==> config.mk <==
export PLATFORM = sky130hd
export DESIGN_NAME = req_gnt_rr_sched
export DESIGN_NICKNAME = d
export VERILOG_FILES = /design/src/rtl/req_gnt_rr_sched.sv
export SDC_FILE = /design/constraint.sdc
export NUM_CORES = 1
export LEC_CHECK = 0
export CORE_MARGIN = 2
export CORE_UTILIZATION = 53
export CTS_BUF_LIST = sky130_fd_sc_hd__clkbuf_8
export DETAILED_ROUTE_END_ITERATION = 7
export HOLD_SLACK_MARGIN = 0.12
export PLACE_DENSITY = 0.81
export SLEW_MARGIN = 20
export SYNTH_ARGS = -nofsm -noshare
export SYNTH_HDL_FRONTEND = slang
export SYNTH_SLANG_ARGS = --single-unit
export TNS_END_PERCENT = 30
==> constraint.sdc <==
create_clock -name clk -period 2.6 [get_ports clk]
set_input_delay 0.39 -clock clk [delete_from_list [all_inputs] [get_ports clk]]
set_output_delay 0.39 -clock clk [all_outputs]
set_load 0.05 [all_outputs]
==> src/rtl/req_gnt_rr_sched.sv <==
// -----------------------------------------------------------------------------
// req_gnt_rr_sched
// Round-robin scheduler that shares one resource among N_REQ tagged requesters.
// Each requester posts a request with a rising edge on req[i] and an ID tag on
// its slice of req_id. One request per requester is held pending. Grants are
// issued one at a time as single-cycle pulses that carry the winner index
// (one-hot) and the captured ID. After each grant the resource is held busy for
// BUSY_CYC cycles before another grant can be issued.
//
// Ports
//   clk      in   1            rising-edge clock
//   rst_n    in   1            asynchronous active-low reset
//   req      in   N_REQ        request lines; a new request is a rising edge
//   req_id   in   N_REQ*ID_W   ID of requester i on bits [i*ID_W +: ID_W]
//   gnt      out  1            one-cycle grant pulse
//   gnt_vec  out  N_REQ        one-hot winner while gnt=1, else 0
//   gnt_id   out  ID_W         captured ID of the winner; held between grants
//   pend     out  N_REQ        pending-request flags
//   drop     out  1            one-cycle pulse: request lost, slot already pending
//   busy     out  1            high while in GRANT or BUSY
// -----------------------------------------------------------------------------
module req_gnt_rr_sched #(
    parameter int N_REQ    = 4,
    parameter int ID_W     = 2,
    parameter int BUSY_CYC = 3
) (
    input  logic                    clk,
    input  logic                    rst_n,
    input  logic [N_REQ-1:0]        req,
    input  logic [N_REQ*ID_W-1:0]   req_id,
    output logic                    gnt,
    output logic [N_REQ-1:0]        gnt_vec,
    output logic [ID_W-1:0]         gnt_id,
    output logic [N_REQ-1:0]        pend,
    output logic                    drop,
    output logic                    busy
);

    localparam int PTR_W = (N_REQ > 1) ? $clog2(N_REQ) : 1;
    localparam int CNT_W = $clog2(BUSY_CYC + 1);
    localparam logic [N_REQ-1:0] ONE_VEC  = {{(N_REQ-1){1'b0}}, 1'b1};
    localparam logic [PTR_W:0]   N_WIDE   = (PTR_W+1)'(N_REQ);
    localparam logic [PTR_W-1:0] LAST_IDX = PTR_W'(N_REQ - 1);
    localparam logic [CNT_W-1:0] CNT_LOAD = CNT_W'(BUSY_CYC);
    localparam logic [CNT_W-1:0] CNT_ONE  = CNT_W'(1);

    typedef enum logic [1:0] {
        ST_IDLE  = 2'd0,
        ST_GRANT = 2'd1,
        ST_BUSY  = 2'd2
    } state_t;

    // Registered state
    state_t                       state_r;
    logic [CNT_W-1:0]             cnt_r;
    logic [PTR_W-1:0]             rr_ptr_r;
    logic [N_REQ-1:0]             req_q_r;
    logic [N_REQ-1:0]             pend_r;
    logic [N_REQ-1:0][ID_W-1:0]   id_q_r;
    logic                         gnt_r;
    logic [N_REQ-1:0]             gnt_vec_r;
    logic [ID_W-1:0]              gnt_id_r;
    logic                         drop_r;
    logic                         busy_r;

    // Next-state values
    state_t                       state_s;
    logic [CNT_W-1:0]             cnt_s;
    logic [PTR_W-1:0]             rr_ptr_s;
    logic [N_REQ-1:0]             pend_s;
    logic [N_REQ-1:0][ID_W-1:0]   id_q_s;
    logic                         gnt_s;
    logic [N_REQ-1:0]             gnt_vec_s;
    logic [ID_W-1:0]              gnt_id_s;
    logic                         drop_s;
    logic                         busy_s;

    // Arbitration / edge detect
    logic [N_REQ-1:0]             rise_s;
    logic [PTR_W-1:0]             win_s;
    logic                         win_vld_s;
    logic                         grant_s;

    assign rise_s = req & ~req_q_r;

    // Round-robin winner: first pending slot at or after rr_ptr, wrapping.
    // The scan runs from the farthest offset down to offset 0 so that the last
    // hit assigned is the nearest one, which avoids an early loop exit.
    always_comb begin
        win_s     = '0;
        win_vld_s = 1'b0;
        for (int k = N_REQ - 1; k >= 0; k--) begin
            logic [PTR_W:0]   sum_v;
            logic [PTR_W-1:0] idx_v;
            sum_v = {1'b0, rr_ptr_r} + (PTR_W+1)'(k);
            idx_v = (sum_v >= N_WIDE) ? PTR_W'(sum_v - N_WIDE) : PTR_W'(sum_v);
            if (pend_r[idx_v]) begin
                win_s     = idx_v;
                win_vld_s = 1'b1;
            end else begin
                win_s     = win_s;
                win_vld_s = win_vld_s;
            end
        end
    end

    // FSM next state, grant outputs, busy counter and round-robin pointer
    always_comb begin
        state_s   = state_r;
        cnt_s     = cnt_r;
        rr_ptr_s  = rr_ptr_r;
        gnt_s     = 1'b0;
        gnt_vec_s = '0;
        gnt_id_s  = gnt_id_r;
        grant_s   = 1'b0;

        case (state_r)
            ST_IDLE: begin
                if (win_vld_s) begin
                    grant_s = 1'b1;
                end else begin
                    state_s = ST_IDLE;
                end
            end
            ST_GRANT: begin
                // Counter was loaded on entry and holds here; BUSY counts it down.
                state_s = ST_BUSY;
            end
            ST_BUSY: begin
                if (cnt_r <= CNT_ONE) begin
                    if (win_vld_s) begin
                        grant_s = 1'b1;
                    end else begin
                        state_s = ST_IDLE;
                        cnt_s   = '0;
                    end
                end else begin
                    cnt_s = cnt_r - CNT_ONE;
                end
            end
            default: begin
                state_s = ST_IDLE;
                cnt_s   = '0;
            end
        endcase

        if (grant_s) begin
            state_s   = ST_GRANT;
            gnt_s     = 1'b1;
            gnt_vec_s = ONE_VEC << win_s;
            gnt_id_s  = id_q_r[win_s];
            cnt_s     = CNT_LOAD;
            rr_ptr_s  = (win_s == LAST_IDX) ? '0 : win_s + PTR_W'(1);
        end else begin
            rr_ptr_s  = rr_ptr_r;
        end

        busy_s = (state_s != ST_IDLE);
    end

    // Pending flags, ID capture and drop detection
    always_comb begin
        pend_s = pend_r;
        id_q_s = id_q_r;
        drop_s = 1'b0;

        // The grant retires the old request first so a capture on the same
        // slot in the same cycle is accepted as a fresh request.
        if (grant_s) begin
            pend_s[win_s] = 1'b0;
        end else begin
            pend_s = pend_r;
        end

        for (int i = 0; i < N_REQ; i++) begin
            if (rise_s[i]) begin
                if (!pend_r[i] || (grant_s && (win_s == PTR_W'(i)))) begin
                    pend_s[i] = 1'b1;
                    id_q_s[i] = req_id[i*ID_W +: ID_W];
                end else begin
                    drop_s = 1'b1;
                end
            end else begin
                drop_s = drop_s;
            end
        end
    end

    // State and output registers
    always_ff @(posedge clk or negedge rst_n) begin
        if (!rst_n) begin
            state_r   <= ST_IDLE;
            cnt_r     <= '0;
            rr_ptr_r  <= '0;
            req_q_r   <= '0;
            pend_r    <= '0;
            id_q_r    <= '0;
            gnt_r     <= 1'b0;
            gnt_vec_r <= '0;
            gnt_id_r  <= '0;
            drop_r    <= 1'b0;
            busy_r    <= 1'b0;
        end else begin
            state_r   <= state_s;
            cnt_r     <= cnt_s;
            rr_ptr_r  <= rr_ptr_s;
            req_q_r   <= req;
            pend_r    <= pend_s;
            id_q_r    <= id_q_s;
            gnt_r     <= gnt_s;
            gnt_vec_r <= gnt_vec_s;
            gnt_id_r  <= gnt_id_s;
            drop_r    <= drop_s;
            busy_r    <= busy_s;
        end
    end

    assign gnt     = gnt_r;
    assign gnt_vec = gnt_vec_r;
    assign gnt_id  = gnt_id_r;
    assign pend    = pend_r;
    assign drop    = drop_r;
    assign busy    = busy_r;

endmodule
==> results by group <==
Synthesis
  – Synth Net Count: 136
  – Avg Inst Size Synth: 11.9 um2
  – #FFs+latches synth: 31
  – Share of the yosys chip area belonging to registers: 55.1%
  – Post-Syn Area: 1410 um2
  – Ys Warns: 0
  – Synth area leader: dfrtp_1
  – Synth top area cells: dfrtp_1 (55%), mux2_2 (6.4%), nand2b_1 (5.8%), ha_1 (3.6%), o311ai_2 (2.3%)
  – Top cell type's share of synthesized area: 55.1%
  – Synth cell types: 32
  – Synth Instances: 118

Place
  – DP HPWL: 2220 um
  – Gpl congestion: 0.869
  – IO buf count: 26
  – Post-place setup slack: 173 ps

Final layout
  – Core Util, Final: 71.6%
  – Share of layout cells above drive strength 1: 15.1%
  – Most frequent cells in the layout: dfrtp_1 (31), clkdlybuf4s50_1 (26), nand2b_1 (13)
  – Final nets: 169
  – Most common cell after layout, fill and taps aside: dfrtp_1
  – Synth-to-Final Area Change: 27.1%
  – # diodes: 0

Power and ir drop
  – Switching power: 1150 uW
  – Flop pwr share: 33.4%
  – PwrDens: 1430 nW/um2
  – VDD IR max: 1.01 mV
  – P_int: 1410 uW
  – Clock network power share: 13.4%
  – Net Sw Frac: 44.8%
  – Logic pwr share: 53.2%
  – Leak pwr: 0.000786 uW

Critical path
  – Reg-to-Reg Start: pend[1]
  – CP endpoint kind: flop
  – Maximum fanout along the worst path: 7
  – CP Data Arrival Time: 2570 ps
  – Reg2reg setup slack: 200 ps
  – Type of the worst setup path: reg2reg
  – Path depth of the worst reg2reg path: 8
  – Slowest stage delay, CP: 560 ps
  – CP required: 2770 ps
  – Worst setup SP type: flop
  – Worst reg2reg path endpoint: id_q_r[4]
  – Critical-path top delay cell: or4_4
  – Worst-path cell chain: nor2_2, or4_4, nand2_4, inv_1, ha_1, a21boi_0, nor2_1, mux2_2

STA
  – Final hold slack: 494 ps
  – Tmin final: 2400 ps
  – Final worst slack: 203 ps
  – RSZ-0062 raised after global routing: false
  – Worst-Margin Slew: 586 ps
  – Final worst path period share: 92.2%
  – Maximum achievable frequency: 0.417 GHz
  – Worst Clk Skew: 6.70 ps
  – Hold Fails Final Rpt: 0
  – Max Slew Vio Count: 0
  – Final TNS setup: 0 ps
  – Final setup vio count: 0
  – Max_slew headroom: 60.6%

Clock network
  – Clock Path Buffers: 2
  – H-tree depth: 2
  – Clock sinks: 31
  – Clock transition at path regs: 60 ps
  – Skew-Pair Late Insertion Delay: 280 ps
  – CTS tree: built
  – TritonCTS Buffers: 5
  – Root Buffer Master: clkbuf_8
  – Postcts setup bufs: 0

Detailed routing
  – Remaining antenna violation count: 0
  – DRT Pass-1 Iters: 4
  – Vias per std cell: 5.63
  – DR iter-0 viols: 20
  – Remaining routing DRC violations: 0
  – DR vias: 1,024
  – Drt total wl: 2890 um
  – Post-DR wirelength/cell: 15.9 um

GRT
  – Gr usage total: 20.7%
  – Antenna violations before repair: 0
  – Number of global-route vias before repair: 1,046
  – First-pass GRT wire length: 4750 um
  – Total congestion overflow: 0
  – Largest net degree at the start of global routing: 32

Floorplanning
  – IO Count: 27
  – Die H: 55.5 um
  – Core area: 2500 um2
  – Die W: 55.5 um
  – Die Footprint: 3080 um2
  – Row Count: 18
  – Initial core utilization: 56.3%

Run status
  – Status: finished clean

Flow run
  – Max-cap violations: 0

Min path
  – Min-delay worst type: in2async
-- cells in the mapped netlist, drive strengths merged --
master / number
nor3b: 1
a21boi: 4
nand2: 8
nor2: 9
nor3: 1
o22a: 1
and4b: 1
a21oi: 2
nand3: 2
nand4: 1
nand2b: 13
o311ai: 2
or4: 1
mux2i: 3
a211o: 2
o22ai: 1
nor4: 2
nand3b: 4
o21ai: 3
mux2: 8
nand4b: 1
o21ba: 1
dfrtp: 31
and2: 4
nor2b: 2
buf: 1
inv: 4
a31oi: 1
ha: 4
-- worst max-delay path by stage --
| stage | startpoint | end | slack (ps) | cells after the start |
|---|---|---|---|---|
| 6_report | pend[1] | id_q_r[4] | 200 | 8 |
| 5_1_grt | pend[1] | id_q_r[5] | 40 | 8 |
| 4_1_cts | pend[1] | id_q_r[0] | 170 | 8 |
| 3_5_place_dp | pend[1] | id_q_r[0] | 170 | 8 |
| 3_3_place_gp | pend[1] | id_q_r[1] | 250 | 8 |
| 2_1_floorplan | pend[3] | id_q_r[4] | 190 | 8 |
-- per-stage QoR --
step                      area (um2)  power, uW  cells
after floorplan                 1410       1800    118
after global placement          1710       2150    174
after detailed placement        1710       2210    174
after CTS                       1790       2570    182
after global routing            1790       2710    182
final                           1790       2560    182
-- flip-flops by register name (all words and copies together), names as in the netlist, 2 cells and up --
name,cells
cnt_r,2
gnt_id,2
gnt_vec,4
id_q_r,8
pend,4
req_q_r,4
rr_ptr_r,2
state_r,2
-- per-layer routing --
metal / vias to the layer above / track usage (%) / share of wire (%)
met4: 0 / 10.5 / 3.4
met2: 36 / 35.2 / 52
li1: 480 / - / -
met3: 15 / 7.96 / 5.3
met1: 493 / 22.1 / 40
met5: - / 0 / 0
-- kinds of logic after synthesis --
| kind of cell | synth area share [%] |
|---|---|
| compound gates | 9.69 |
| simple gates | 21.7 |
| mux | 8.53 |
| fa+ha+maj | 3.56 |
| buf+inv | 1.42 |
| flops | 55.1 |
-- repair_timing --
item / CTS / global route
gates resized for setup: 0 / 1
endpoints found under the setup margin: 0 / 1
hold buffers: 0 / 0
-- cell type report --
| cell class | instances | area [um2] |
|---|---|---|
| Inverter | 4 | 15.0 |
| Clock inverter | 3 | 12.5 |
| Sequential cell | 31 | 776 |
| Multi-Input combinational cell | 82 | 612 |
| Clock buffer | 5 | 68.8 |
| Timing Repair Buffer | 27 | 268 |
| Fill cell | 198 | 711 |
| Tap cell | 30 | 37.5 |
-- worst max-delay path: cells and delay by family (launching register included) --
kind                     cells  cell delay (ps)
AND/OR/NAND/NOR              4              900
flip-flops                   1              500
AO/OA/AOI/OAI                1              310
multiplexers                 1              280
adder cells (fa/ha/maj)      1              210
buffers and inverters        1               70
-- power groups by stage --
stage	sequential [uW]	clock (uW)	combinational, uW
3_5_place_dp	863	0	1350
4_1_cts	854	351	1370
3_3_place_gp	843	0	1310
2_1_floorplan	1130	0	672
5_1_grt	881	375	1460
6_report	855	344	1360
Note: power is estimated with default switching activity, not from simulation.
==> RTL edit, RTL diff (same settings) <==
Reset style: synchronous (`rst_n`), changed in one clocked block. Comments in the files are not updated.
--- a/src/rtl/req_gnt_rr_sched.sv
+++ b/src/rtl/req_gnt_rr_sched.sv
@@ -188,5 +188,5 @@
 
     // State and output registers
-    always_ff @(posedge clk or negedge rst_n) begin
+    always_ff @(posedge clk) begin
         if (!rst_n) begin
             state_r   <= ST_IDLE;
Check against the original RTL: differs if rst_n is asserted again (counterexample within 4 cycles, from zero or initial values and one cycle with rst_n low); with rst_n held inactive, the same outputs for 10 cycles.
==> RTL edit against the unedited design <==
Sequential cell count unchanged. Highest routed layer unchanged. Cell area shrank 4.6%. Setup slack gained 0.21 ns. Area after synthesis shrank 6.1%. Count of clock-buffer cells in the layout grew 1. Core utilization down 0.75 points. Critical path type unchanged. Global-route usage fell by 0.25 points. Routed wire length decreased by 12%.
Power is not compared: it rests on default switching activity, and its combinational part moved more than twofold at a synthesized area within 25%.
==> RTL edit: results (changes against the unedited design) <==
Logic synthesis
  – Ranking of synthesized cells by area: dfxtp_1 (47%), mux2i_1 (9.1%), nor2_1 (7.1%)
  – Post-synthesis compound-gate area fraction: 0.1468 (+0.04989)
  – Post-synth EDFFs: 0 (unchanged)
  – Post-synth top flop: dfxtp_1
  – Mux share of post-synthesis cell area: 0.09943 (+0.01410)
  – Syn Nets: 151 (+11%)
  – Sequential element share of the synthesized area: 0.4697 (-0.08141)
  – Netlist cell types: 35 (+9.4%)
  – Post-synth ARST share: 0 (-1.000)
  – Xor/xnor share of the synthesized area: 0 (unchanged)
  – Synth Warn #: 0 (unchanged)
  – Post-Synth Adder-Cell Area: 0.03788 (+0.002323)
  – Post-synth top cells: dfxtp_1 (31), nor2_1 (25), mux2i_1 (12), a21oi_1 (8), inv_1 (7)

Global route
  – GR Util All Layers: 0.2041 (-0.002493)
  – Global-route wire length before repair: 4.036 mm (-15%)
  – Initial antenna violation count: 0 (unchanged)
  – Vias in the first global route: 954 (-8.8%)
  – Largest net degree at the start of global routing: 18 (-44%)

Clocking
  – H-tree level count: 2 (unchanged)
  – CTS-repair resized insts: 0 (unchanged)
  – Clk_lat worst skew: 0.28 ns (about the same)
  – Clk pin slew, worst setup/hold paths: 0.06 ns (about the same)
  – Root Buffer: clkbuf_8
  – Clock Path Buffers: 2 (unchanged)
  – CTS buffer count: 5 (unchanged)
  – Post-CTS setup buffer count: 0 (unchanged)

Status
  – Status: finished clean

STA
  – Least-Margin Pin Slew: 0.5102 ns (-0.07535 ns)
  – Final Skew: 0.005280 ns (-0.001419 ns)
  – Fin. max-slew vios: 0 (unchanged)
  – Hold slack: 0.5221 ns (+0.02808 ns)

Worst setup path
  – Reg2reg path depth: 9 (+1)
  – Critical Path AT: 2.35 ns (-0.22 ns)
  – RR Startpoint: pend[1]
  – Reg2reg setup slack: 0.41 ns (+0.21 ns)
  – FF-to-FF End: id_q_r[6]
  – Crit-path max FO: 9 (+2)

Placement
  – Dpl hpwl: 1.914 mm (-14%)
  – Post-placement cell area: 1619 um^2 (-5.2%)
  – Gp weighted congestion: 0.7842 (-9.8%)
  – Port buffer count: 26 (unchanged)

Cells and area
  – Most flops, register: id_q_r
  – Fraction of layout cells with a size suffix above 1: 0.1515 (+0.0001994)
  – Fillers: 184 (-7.1%)
  – Total Nets Final: 183 (+8.3%)
  – Max FFs per register: 8 (unchanged)
  – Diodes inserted: 0 (unchanged)

Detailed routing
  – Routed vias/inst: 5.282 (-6.1%)
  – Routed len/inst: 13.04 um (-18%)
  – DR pass1 iterations: 4 (unchanged)
  – First DRT Iteration DRCs: 17 (-15%)

Min path
  – Hold_sp: id_q_r[7]
  – Hold Crit Depth: 2
  – Hold Path Class: register to register
  – Worst Hold End: id_q_r[7]

Job
  – MaxCap Viol Count: 0 (unchanged)

Power
  – Pleak: 0.6821 nW
  – Maximum VDD drop: approximately 0.00067 V
RTL edit: worst max path at each step:
stage,start,slack [ns],depth (start not counted),endpoint
floorplan,pend[1],0.24,9,id_q_r[7]
global placement,pend[1],0.54,9,id_q_r[7]
detailed placement,pend[1],0.41,9,id_q_r[6]
CTS,pend[1],0.38,9,id_q_r[6]
global route,pend[1],0.20,9,id_q_r[6]
finish,pend[1],0.41,9,id_q_r[6]
RTL edit: cells by family after synthesis:
group,count (synthesis)
flip-flops,31
AO/OA/AOI/OAI,23
adder cells (fa/ha/maj),4
buffers and inverters,11
AND/OR/NAND/NOR,51
multiplexers,13
RTL edit: routing by layer:
| metal | GRT usage | share of wire | vias up |
|---|---|---|---|
| li1 | - | - | 515 |
| met1 | 0.2344 | 0.44 | 480 |
| met2 | 0.3150 | 0.47 | 25 |
| met3 | 0.08611 | 0.052 | 10 |
| met4 | 0.1197 | 0.033 | 0 |
| met5 | 0 | 0 | - |
RTL edit: final cells by class:
| class | instances | share of cell area |
|---|---|---|
| clock buffers | 6 | 0.04839 |
| clock inverters | 1 | 0.002933 |
| inverters | 9 | 0.01979 |
| multi-input cells | 91 | 0.3864 |
| flip-flops and latches | 31 | 0.3636 |
| well taps | 30 | 0.02199 |
| repair buffers | 27 | 0.1569 |
RTL edit: worst max-delay path, cell delays in order (launching register included):
cell and delay [ns]:
dfxtp_1 0.41, nand2b_2 0.17, a21oi_2 0.05, o32ai_4 0.46, inv_2 0.12, ha_1 0.21, a21boi_0 0.28, nor2b_1 0.14
mux2i_1 0.18, nor2_1 0.06
RTL edit: power by group:
part           internal (W)  switching (W)  total (W)
clock              0.000207       0.000162   0.000369
combinational      0.000146       0.000201   0.000347
sequential         0.000525      0.0000421   0.000567
total              0.000878       0.000405    0.00128
RTL edit: stage by stage:
stage | utilization | instances
6_report | 0.7082 | 195
4_1_cts | 0.7082 | 195
3_3_place_gp | 0.6719 | 188
5_1_grt | 0.7082 | 195
2_1_floorplan | - | 133
3_5_place_dp | 0.6719 | 188
